`config.mk`:
```
export PLATFORM = sky130hd
export DESIGN_NAME = zeroheti_obi_arb2_flat
export DESIGN_NICKNAME = d
export VERILOG_FILES = /design/src/rtl/zeroheti_pkg.sv /design/src/rtl/zeroheti_obi_arb2_if.sv /design/src/rtl/zeroheti_rsp_fifo.sv /design/src/rtl/zeroheti_obi_arb2.sv /design/src/flat_wrapper.sv
export SDC_FILE = /design/constraint.sdc
export NUM_CORES = 1
export LEC_CHECK = 0
export ABC_AREA = 1
export BUFFER_PORTS_ARGS = -buffer_cell sky130_fd_sc_hd__buf_2
export CORE_AREA = 4 4 120 122
export DETAILED_ROUTE_END_ITERATION = 7
export DIE_AREA = 0 0 124 126
export PLACE_DENSITY = 0.45
export SLEW_MARGIN = 20
export SYNTH_ARGS = -nofsm -noshare
export SYNTH_HDL_FRONTEND = slang
export SYNTH_SLANG_ARGS = --single-unit
```
`constraint.sdc`:
```
create_clock -name clk_i -period 1.9 [get_ports clk_i]
set_input_delay 0.285 -clock clk_i [delete_from_list [all_inputs] [get_ports clk_i]]
set_output_delay 0.285 -clock clk_i [all_outputs]
set_load 0.005 [all_outputs]
```
`src/rtl/zeroheti_pkg.sv`:
```
// zeroheti_pkg: shared types and defaults for the zeroheti OBI infrastructure.
//   mgr_idx_e         : manager index (core data port, debug SBA port)
//   arb_state_e       : arbiter lock state
//   ObiMaxOutstanding : default outstanding-transaction budget
package zeroheti_pkg;

   typedef enum logic {
      MGR_CORE = 1'b0,
      MGR_SBA  = 1'b1
   } mgr_idx_e;

   typedef enum logic {
      StIdle   = 1'b0,
      StLocked = 1'b1
   } arb_state_e;

   localparam int unsigned ObiMaxOutstanding = 2;

endpackage

```
`src/rtl/zeroheti_obi_arb2_if.sv`:
```
// zeroheti_obi_arb2_if: bundle of both OBI manager ports and the subordinate port of the
// 2-to-1 arbiter. Signal suffixes are from the arbiter's point of view.
//   m0_* : core data manager      m1_* : debug SBA manager     sbr_* : system-bus subordinate
// Modports:
//   slave  : arbiter side (accepts manager requests, drives the subordinate)
//   master : environment side (managers and subordinate models)
interface zeroheti_obi_arb2_if #(
   parameter int unsigned AddrWidth = 32,
   parameter int unsigned DataWidth = 32
);
   localparam int unsigned BeWidth = DataWidth / 8;

   logic                 m0_req_i,    m1_req_i;
   logic                 m0_gnt_o,    m1_gnt_o;
   logic [AddrWidth-1:0] m0_addr_i,   m1_addr_i;
   logic                 m0_we_i,     m1_we_i;
   logic [BeWidth-1:0]   m0_be_i,     m1_be_i;
   logic [DataWidth-1:0] m0_wdata_i,  m1_wdata_i;
   logic                 m0_rvalid_o, m1_rvalid_o;
   logic [DataWidth-1:0] m0_rdata_o,  m1_rdata_o;
   logic                 m0_err_o,    m1_err_o;

   logic                 sbr_req_o;
   logic [AddrWidth-1:0] sbr_addr_o;
   logic                 sbr_we_o;
   logic [BeWidth-1:0]   sbr_be_o;
   logic [DataWidth-1:0] sbr_wdata_o;
   logic                 sbr_gnt_i;
   logic                 sbr_rvalid_i;
   logic [DataWidth-1:0] sbr_rdata_i;
   logic                 sbr_err_i;

   modport slave (
      input  m0_req_i, m0_addr_i, m0_we_i, m0_be_i, m0_wdata_i,
      input  m1_req_i, m1_addr_i, m1_we_i, m1_be_i, m1_wdata_i,
      output m0_gnt_o, m0_rvalid_o, m0_rdata_o, m0_err_o,
      output m1_gnt_o, m1_rvalid_o, m1_rdata_o, m1_err_o,
      output sbr_req_o, sbr_addr_o, sbr_we_o, sbr_be_o, sbr_wdata_o,
      input  sbr_gnt_i, sbr_rvalid_i, sbr_rdata_i, sbr_err_i
   );

   modport master (
      output m0_req_i, m0_addr_i, m0_we_i, m0_be_i, m0_wdata_i,
      output m1_req_i, m1_addr_i, m1_we_i, m1_be_i, m1_wdata_i,
      input  m0_gnt_o, m0_rvalid_o, m0_rdata_o, m0_err_o,
      input  m1_gnt_o, m1_rvalid_o, m1_rdata_o, m1_err_o,
      input  sbr_req_o, sbr_addr_o, sbr_we_o, sbr_be_o, sbr_wdata_o,
      output sbr_gnt_i, sbr_rvalid_i, sbr_rdata_i, sbr_err_i
   );

endinterface

```
`src/rtl/zeroheti_rsp_fifo.sv`:
```
// zeroheti_rsp_fifo: small FIFO recording which manager issued each outstanding request.
//   i_clk, i_rst (async, active-high)
//   i_push / i_data : enqueue (ignored when full)
//   i_pop           : dequeue head (ignored when empty)
//   o_data          : head entry
//   o_full, o_empty, o_count : occupancy
module zeroheti_rsp_fifo #(
   parameter int unsigned Depth = 2,
   parameter int unsigned Width = 1
) (
   input  logic                       i_clk,
   input  logic                       i_rst,
   input  logic                       i_push,
   input  logic [Width-1:0]           i_data,
   input  logic                       i_pop,
   output logic [Width-1:0]           o_data,
   output logic                       o_full,
   output logic                       o_empty,
   output logic [$clog2(Depth+1)-1:0] o_count
);
   localparam int unsigned CntWidth = $clog2(Depth + 1);
   localparam int unsigned PtrWidth = (Depth > 1) ? $clog2(Depth) : 1;

   logic [Width-1:0]    r_mem [Depth];
   logic [PtrWidth-1:0] r_wptr, r_rptr;
   logic [CntWidth-1:0] r_count;
   logic                w_push, w_pop;

   // Explicit wrap keeps Depth == 1 correct (pointer pinned to 0).
   function automatic logic [PtrWidth-1:0] ptr_inc(input logic [PtrWidth-1:0] p);
      return (p == PtrWidth'(Depth - 1)) ? '0 : p + PtrWidth'(1);
   endfunction

   assign o_full  = (r_count == CntWidth'(Depth));
   assign o_empty = (r_count == '0);
   assign o_count = r_count;
   assign o_data  = r_mem[r_rptr];
   assign w_push  = i_push && !o_full;
   assign w_pop   = i_pop && !o_empty;

   always_ff @(posedge i_clk or posedge i_rst) begin
      if (i_rst) begin
         r_wptr  <= '0;
         r_rptr  <= '0;
         r_count <= '0;
      end else begin
         if (w_push) r_wptr <= ptr_inc(r_wptr);
         if (w_pop)  r_rptr <= ptr_inc(r_rptr);
         if (w_push && !w_pop)      r_count <= r_count + CntWidth'(1);
         else if (w_pop && !w_push) r_count <= r_count - CntWidth'(1);
      end
   end

   always_ff @(posedge i_clk) begin
      if (w_push) r_mem[r_wptr] <= i_data;
   end

endmodule

```
`src/rtl/zeroheti_obi_arb2.sv`:
```
// zeroheti_obi_arb2: 2-to-1 OBI request arbiter in front of the system-bus subordinate.
//   clk_i, rst_i (async, active-high)
//   bus          : zeroheti_obi_arb2_if.slave (m0 = core, m1 = debug SBA, sbr = subordinate)
//   rsp_orphan_o : sticky, a response arrived with nothing outstanding (cleared by reset only)
// Fixed priority m0 > m1 by default; define ZEROHETI_ARB_RR_EN for round-robin.
// An ungranted request locks the selection so the address phase stays stable.
// Responses are in order and routed by a FIFO of issuing-manager indices.
module zeroheti_obi_arb2
   import zeroheti_pkg::*;
#(
   parameter int unsigned AddrWidth      = 32,
   parameter int unsigned DataWidth      = 32,
   parameter int unsigned MaxOutstanding = ObiMaxOutstanding
) (
   input  logic               clk_i,
   input  logic               rst_i,
   zeroheti_obi_arb2_if.slave bus,
   output logic               rsp_orphan_o
);
   localparam int unsigned BeWidth  = DataWidth / 8;
   localparam int unsigned CntWidth = $clog2(MaxOutstanding + 1);

   arb_state_e           r_state, w_state_d;
   mgr_idx_e             r_sel, w_sel_d, w_sel;
   logic                 w_sel_req, w_sbr_req, w_accept;
   logic                 w_full, w_empty, w_pop;
   logic [0:0]           w_head;
   logic [CntWidth-1:0]  w_count;
   logic                 r_orphan;
   logic [AddrWidth-1:0] w_addr;
   logic                 w_we;
   logic [BeWidth-1:0]   w_be;
   logic [DataWidth-1:0] w_wdata;
`ifdef ZEROHETI_ARB_RR_EN
   mgr_idx_e             r_rr;
`endif

   // Selection: held while locked, otherwise recomputed from current requests.
   always_comb begin
      w_sel = MGR_CORE;
      if (r_state == StLocked) begin
         w_sel = r_sel;
      end else if (bus.m0_req_i && bus.m1_req_i) begin
`ifdef ZEROHETI_ARB_RR_EN
         w_sel = r_rr;
`else
         w_sel = MGR_CORE;
`endif
      end else if (bus.m1_req_i) begin
         w_sel = MGR_SBA;
      end
   end

   always_comb begin
      w_sel_req = bus.m0_req_i;
      w_addr    = bus.m0_addr_i;
      w_we      = bus.m0_we_i;
      w_be      = bus.m0_be_i;
      w_wdata   = bus.m0_wdata_i;
      if (w_sel == MGR_SBA) begin
         w_sel_req = bus.m1_req_i;
         w_addr    = bus.m1_addr_i;
         w_we      = bus.m1_we_i;
         w_be      = bus.m1_be_i;
         w_wdata   = bus.m1_wdata_i;
      end
   end

   // Full blocks the request outright; a same-cycle pop does not free a slot.
   // Gating with rst_i keeps the combinational outputs quiet while reset is asserted.
   assign w_sbr_req = w_sel_req && !w_full && !rst_i;
   assign w_accept  = w_sbr_req && bus.sbr_gnt_i;

   assign bus.sbr_req_o   = w_sbr_req;
   assign bus.sbr_addr_o  = w_addr;
   assign bus.sbr_we_o    = w_we;
   assign bus.sbr_be_o    = w_be;
   assign bus.sbr_wdata_o = w_wdata;
   assign bus.m0_gnt_o    = w_accept && (w_sel == MGR_CORE);
   assign bus.m1_gnt_o    = w_accept && (w_sel == MGR_SBA);

   always_comb begin
      w_state_d = r_state;
      w_sel_d   = r_sel;
      case (r_state)
         StIdle: begin
            if (w_sbr_req && !bus.sbr_gnt_i) begin
               w_state_d = StLocked;
               w_sel_d   = w_sel;
            end
         end
         StLocked: begin
            // A full-stall keeps the lock; only accept or a dropped request releases it.
            if (w_accept || !w_sel_req) w_state_d = StIdle;
         end
      endcase
   end

   always_ff @(posedge clk_i or posedge rst_i) begin
      if (rst_i) begin
         r_state  <= StIdle;
         r_sel    <= MGR_CORE;
         r_orphan <= 1'b0;
      end else begin
         r_state  <= w_state_d;
         r_sel    <= w_sel_d;
         r_orphan <= r_orphan || (bus.sbr_rvalid_i && w_empty);
      end
   end

`ifdef ZEROHETI_ARB_RR_EN
   // After every accept the pointer favours the manager that did not win.
   always_ff @(posedge clk_i or posedge rst_i) begin
      if (rst_i) begin
         r_rr <= MGR_CORE;
      end else if (w_accept) begin
         r_rr <= (w_sel == MGR_CORE) ? MGR_SBA : MGR_CORE;
      end
   end
`endif

   zeroheti_rsp_fifo #(
      .Depth (MaxOutstanding),
      .Width (1)
   ) u_rsp_fifo (
      .i_clk   (clk_i),
      .i_rst   (rst_i),
      .i_push  (w_accept),
      .i_data  (w_sel),
      .i_pop   (w_pop),
      .o_data  (w_head),
      .o_full  (w_full),
      .o_empty (w_empty),
      .o_count (w_count)
   );

   // Responses with nothing outstanding are dropped (no pop, no manager rvalid).
   assign w_pop           = bus.sbr_rvalid_i && !w_empty;
   assign bus.m0_rvalid_o = w_pop && (w_head == 1'b0);
   assign bus.m1_rvalid_o = w_pop && (w_head == 1'b1);
   assign bus.m0_rdata_o  = bus.sbr_rdata_i;
   assign bus.m1_rdata_o  = bus.sbr_rdata_i;
   assign bus.m0_err_o    = bus.sbr_err_i;
   assign bus.m1_err_o    = bus.sbr_err_i;
   assign rsp_orphan_o    = r_orphan;

   a_count_bound: assert property (@(posedge clk_i) disable iff (rst_i)
      w_count <= CntWidth'(MaxOutstanding));
   a_full_consistent: assert property (@(posedge clk_i) disable iff (rst_i)
      w_full == (w_count == CntWidth'(MaxOutstanding)));

endmodule

```
`src/flat_wrapper.sv`:
```
// flat-port wrapper written by rule: the top's interface ports become plain ports
module zeroheti_obi_arb2_flat import zeroheti_pkg::*;
#(
   parameter int unsigned AddrWidth      = 32,
   parameter int unsigned DataWidth      = 32,
   parameter int unsigned MaxOutstanding = ObiMaxOutstanding
)
  (clk_i, rst_i, rsp_orphan_o, bus_m0_req_i, bus_m0_addr_i, bus_m0_we_i, bus_m0_be_i, bus_m0_wdata_i, bus_m1_req_i, bus_m1_addr_i, bus_m1_we_i, bus_m1_be_i, bus_m1_wdata_i, bus_m0_gnt_o, bus_m0_rvalid_o, bus_m0_rdata_o, bus_m0_err_o, bus_m1_gnt_o, bus_m1_rvalid_o, bus_m1_rdata_o, bus_m1_err_o, bus_sbr_req_o, bus_sbr_addr_o, bus_sbr_we_o, bus_sbr_be_o, bus_sbr_wdata_o, bus_sbr_gnt_i, bus_sbr_rvalid_i, bus_sbr_rdata_i, bus_sbr_err_i);
  zeroheti_obi_arb2_if #(.AddrWidth(AddrWidth), .DataWidth(DataWidth)) bus_i ();
  input  logic clk_i;
  input  logic rst_i;
  output logic rsp_orphan_o;
  input wire logic [$bits(bus_i.m0_req_i)-1:0] bus_m0_req_i;
  input wire logic [$bits(bus_i.m0_addr_i)-1:0] bus_m0_addr_i;
  input wire logic [$bits(bus_i.m0_we_i)-1:0] bus_m0_we_i;
  input wire logic [$bits(bus_i.m0_be_i)-1:0] bus_m0_be_i;
  input wire logic [$bits(bus_i.m0_wdata_i)-1:0] bus_m0_wdata_i;
  input wire logic [$bits(bus_i.m1_req_i)-1:0] bus_m1_req_i;
  input wire logic [$bits(bus_i.m1_addr_i)-1:0] bus_m1_addr_i;
  input wire logic [$bits(bus_i.m1_we_i)-1:0] bus_m1_we_i;
  input wire logic [$bits(bus_i.m1_be_i)-1:0] bus_m1_be_i;
  input wire logic [$bits(bus_i.m1_wdata_i)-1:0] bus_m1_wdata_i;
  output wire logic [$bits(bus_i.m0_gnt_o)-1:0] bus_m0_gnt_o;
  output wire logic [$bits(bus_i.m0_rvalid_o)-1:0] bus_m0_rvalid_o;
  output wire logic [$bits(bus_i.m0_rdata_o)-1:0] bus_m0_rdata_o;
  output wire logic [$bits(bus_i.m0_err_o)-1:0] bus_m0_err_o;
  output wire logic [$bits(bus_i.m1_gnt_o)-1:0] bus_m1_gnt_o;
  output wire logic [$bits(bus_i.m1_rvalid_o)-1:0] bus_m1_rvalid_o;
  output wire logic [$bits(bus_i.m1_rdata_o)-1:0] bus_m1_rdata_o;
  output wire logic [$bits(bus_i.m1_err_o)-1:0] bus_m1_err_o;
  output wire logic [$bits(bus_i.sbr_req_o)-1:0] bus_sbr_req_o;
  output wire logic [$bits(bus_i.sbr_addr_o)-1:0] bus_sbr_addr_o;
  output wire logic [$bits(bus_i.sbr_we_o)-1:0] bus_sbr_we_o;
  output wire logic [$bits(bus_i.sbr_be_o)-1:0] bus_sbr_be_o;
  output wire logic [$bits(bus_i.sbr_wdata_o)-1:0] bus_sbr_wdata_o;
  input wire logic [$bits(bus_i.sbr_gnt_i)-1:0] bus_sbr_gnt_i;
  input wire logic [$bits(bus_i.sbr_rvalid_i)-1:0] bus_sbr_rvalid_i;
  input wire logic [$bits(bus_i.sbr_rdata_i)-1:0] bus_sbr_rdata_i;
  input wire logic [$bits(bus_i.sbr_err_i)-1:0] bus_sbr_err_i;
  assign bus_i.m0_req_i = bus_m0_req_i;
  assign bus_i.m0_addr_i = bus_m0_addr_i;
  assign bus_i.m0_we_i = bus_m0_we_i;
  assign bus_i.m0_be_i = bus_m0_be_i;
  assign bus_i.m0_wdata_i = bus_m0_wdata_i;
  assign bus_i.m1_req_i = bus_m1_req_i;
  assign bus_i.m1_addr_i = bus_m1_addr_i;
  assign bus_i.m1_we_i = bus_m1_we_i;
  assign bus_i.m1_be_i = bus_m1_be_i;
  assign bus_i.m1_wdata_i = bus_m1_wdata_i;
  assign bus_m0_gnt_o = bus_i.m0_gnt_o;
  assign bus_m0_rvalid_o = bus_i.m0_rvalid_o;
  assign bus_m0_rdata_o = bus_i.m0_rdata_o;
  assign bus_m0_err_o = bus_i.m0_err_o;
  assign bus_m1_gnt_o = bus_i.m1_gnt_o;
  assign bus_m1_rvalid_o = bus_i.m1_rvalid_o;
  assign bus_m1_rdata_o = bus_i.m1_rdata_o;
  assign bus_m1_err_o = bus_i.m1_err_o;
  assign bus_sbr_req_o = bus_i.sbr_req_o;
  assign bus_sbr_addr_o = bus_i.sbr_addr_o;
  assign bus_sbr_we_o = bus_i.sbr_we_o;
  assign bus_sbr_be_o = bus_i.sbr_be_o;
  assign bus_sbr_wdata_o = bus_i.sbr_wdata_o;
  assign bus_i.sbr_gnt_i = bus_sbr_gnt_i;
  assign bus_i.sbr_rvalid_i = bus_sbr_rvalid_i;
  assign bus_i.sbr_rdata_i = bus_sbr_rdata_i;
  assign bus_i.sbr_err_i = bus_sbr_err_i;
  zeroheti_obi_arb2 #(.AddrWidth(AddrWidth), .DataWidth(DataWidth), .MaxOutstanding(MaxOutstanding)) u_core (.clk_i(clk_i), .rst_i(rst_i), .bus(bus_i), .rsp_orphan_o(rsp_orphan_o));
endmodule
```
==> flow_summary.yaml <==
outcome:
  status: "complete, but fails checks"
  failed_checks: "negative hold slack"
pwr:
  p_per_area_nw_per_um2: 780.9
  p_seq_share_pct: 14.4
  p_int_w: 0.001208
  pwr-share-comb_pct: 68.0
  p_leak_nw: 1.834
  swShare_pct: 44.46
  irDropWorstVdd_uv: 238.8
  power.share.clock_pct: 17.6
  p_sw_w: 0.0009665
placed_design:
  gp_congestion: 0.7226
  port_buffers: 218
  pre_cts_slack_ps: 181.0
  dpl.hpwl_um: 6164
die:
  core_area_um2: 13190
  dieHeight_um: 126
  start_util_pct: 14.45
  dieWidth_um: 124
  io_pins: 318
  rows: 42
  design.die.area_um2: 15620
sta:
  rsz0062_at_grt: "no"
  fin_setup_tns_ps: 0
  fin_hold_ws_ps: -2.451
  hold_viol: 7
  relSlewSlack_pct: 79.78
  fmax_ghz: 0.5596
  finalSetupViolations: 0
  finClkSkew_ps: 0.8147
  final_max_slew_viol_count: 0
  fin_crit_sh_pct: 94.06
  fin_ws_ps: 112.9
  period_needed_ps: 1787
  worstMarginPinSlew_ps: 303.0
logic_synthesis:
  avgSynthCellArea_um2: 5.492
  yosys.cell_types.count: 25
  synth_warnings: 0
  netlist_area_um2: 1906
  yosys_register_bits: 9
  ys_seq_area_share_pct: 12.34
  synthCells: 347
  syn_nets: 525
route:
  drc_errors: 0
  drtIter0Drc: 86
  wire_per_inst_um: 11.23
  viasPerCell: 3.518
  wirelength_um: 7526
  dr.pass1.iters: 4
  antenna_left: 0
  vias: 2357
finish:
  final_nets: 673
  diodes: 0
  n_fill_cell: 1538
  area_growth_syn_to_layout_pct: 46.09
  most-common-layout-cells: "218 x buf_2, 217 x nand2_1, 10 x inv_1, 8 x nor2_1, 7 x dfrtp_1"
  drive_gt1_share_pct: 48.99
  layout_commonest_cell: "buf_2"
clock_tree:
  cts_sinks: 9
  cts-htree-levels: 1
  worstSkewPairLatency_ps: 240
  clkSlewWorstSetupHoldPaths_ps: 40
  clockRootBuffer: "clkbuf_16"
  numCtsBuffers: 3
  post_cts_buffers: 0
  clockBufferDepth: 2
  cts_tree: "yes"
global_route:
  busiest_layer: "met2"
  grt_use_met2_pct: 15.27
  met3_usage_pct: 2.646
  antenna_found_initial: 0
  grt_start_max_net_pins: 50
  grt_usage_pct: 8.490
  grtUsageMet1_pct: 9.516
  grt_pass1_wl_um: 11000
  grt_pass1_vias: 2239
  grt-ovfl-total: 0
setup_path:
  critPathBufInv: 3
  cp_common_cell: "nand2_1"
  crit_type: "reg -> out"
  critPathRequiredTime_ps: 1620
  start_kind: "register"
  critical_path.top_delay_family: "buffers and inverters"
  cp_max_fo: 20
  path_cells: "nand2_2 > nand2_4 > inv_4 > buf_12 > nand2_1 > nand2_1 > buf_2"
  crit_slowest_cell: "dfrtp_1"
  cpPeakStageDelay_ps: 400
  crit_arrival_ps: 1500
  reg2reg_slack_ps: 180
  cp-end-kind: "primary output"
run:
  timing.max_cap.violations: 0
hold_path:
  hp-class: "in -> async"
## worst register-to-register path, delay by kind of cell, from the launching register on
| kind | cells | cell delay (ps) |
|---|---|---|
| compound gates | 2 | 230 |
| xor+xnor | 1 | 150 |
| fa+ha+maj | 1 | 310 |
| flops | 1 | 380 |
| simple gates | 4 | 520 |
## final timing paths
kind,start,end,depth (start not counted)
worst max-delay path,u_core.r_state$_DFF_PP0_,bus_sbr_wdata_o[29],7
worst min-delay path,rst_i,u_core.u_rsp_fifo.r_rptr$_DFFE_PP0P_,2
worst max register to register,u_core.r_state$_DFF_PP0_,u_core.u_rsp_fifo.o_count[1]$_DFFE_PP0P_,8
worst min register to register,u_core.u_rsp_fifo.r_wptr$_DFFE_PP0P_,u_core.u_rsp_fifo.r_wptr$_DFFE_PP0P_,2
max in group asynchronous,rst_i,u_core.r_state$_DFF_PP0_,2
min in group clk_i,bus_sbr_rvalid_i,u_core.rsp_orphan_o$_DFF_PP0_,2
## repair_timing
action | 4_1_cts | 5_1_grt
setup endpoints to repair | 0 | 5
hold buffers | 0 | 0
endpoints found under the hold margin | 0 | 0
gates resized for setup | 0 | 1
## layout make-up
class	instances	area, um2	area share, %
Clock buffer	3	75.07	2.697
Clock inverter	1	5.005	0.1798
Inverter	13	51.30	1.843
Multi-Input combinational cell	245	1010	36.27
Sequential cell	9	235.2	8.449
Tap cell	176	220.2	7.910
Timing Repair Buffer	223	1187	42.65
## cells by family (layout without fill, tap and decap cells)
kind of cell / Yosys count / after routing / share of synthesized area [%]
buf+inv: 93 / 240 / 34.67
compound gates: 5 / 5 / 1.707
xor+xnor: 3 / 3 / 1.379
fa+ha+maj: 1 / 1 / 0.6565
simple gates: 236 / 236 / 49.25
flops: 9 / 9 / 12.34
## metrics by stage
stage               utilization [%]  hold slack, ps  std cells  cell area (um2)  total power, W
floorplan                         -           88.40        347             1906        0.001248
global placement              20.28           257.6        665             2675        0.001790
detailed placement            20.28           262.0        665             2675        0.001784
CTS                           20.89           9.141        669             2755        0.002177
global route                  21.11           17.46        670             2784        0.002406
finish                        21.11          -2.451        670             2784        0.002174
## Yosys cell counts
cell,number,share of area (%)
nand2_1,217,43
buf_4,66,26
inv_1,10,2.0
nor2_1,8,1.6
buf_2,7,1.8
buf_6,7,4.1
dfrtp_1,7,9.2
nand3_2,3,1.6
edfxtp_1,2,3.2
inv_2,2,0.39
nand2_2,2,0.66
o21ai_0,2,0.53
xor2_1,2,0.92
a21oi_1,1,0.26
a21oi_2,1,0.46
a31o_2,1,0.46
ha_1,1,0.66
inv_4,1,0.33
nand2_4,1,0.59
nand4_1,1,0.33
nand4_2,1,0.66
nor2_2,1,0.33
or2_2,1,0.33
or2_4,1,0.46
xnor2_1,1,0.46
## routing by layer
| metal | wire [um] | up-vias |
|---|---|---|
| li1 | - | 1264 |
| met1 | 2705 | 943 |
| met2 | 3874 | 128 |
| met3 | 834 | 22 |
| met4 | 112 | 0 |
| met5 | 0 | - |
## power groups by stage
stage	clock network, W	logic (W)	registers (W)
global placement	0	0.00148	0.000314
global route	0.000400	0.00169	0.000320
finish	0.000383	0.00148	0.000313
CTS	0.000388	0.00148	0.000313
floorplan	0	0.000941	0.000308
detailed placement	0	0.00147	0.000314
## registers in the layout, summed over array words and instances (netlist names)
name                       flops
u_core.u_rsp_fifo.r_mem        2
u_core.rsp_orphan_o            1
u_core.r_state                 1
u_core.r_sel                   1
u_core.u_rsp_fifo.o_count      2
u_core.u_rsp_fifo.r_rptr       1
u_core.u_rsp_fifo.r_wptr       1
(Power assumes the default switching activity.)
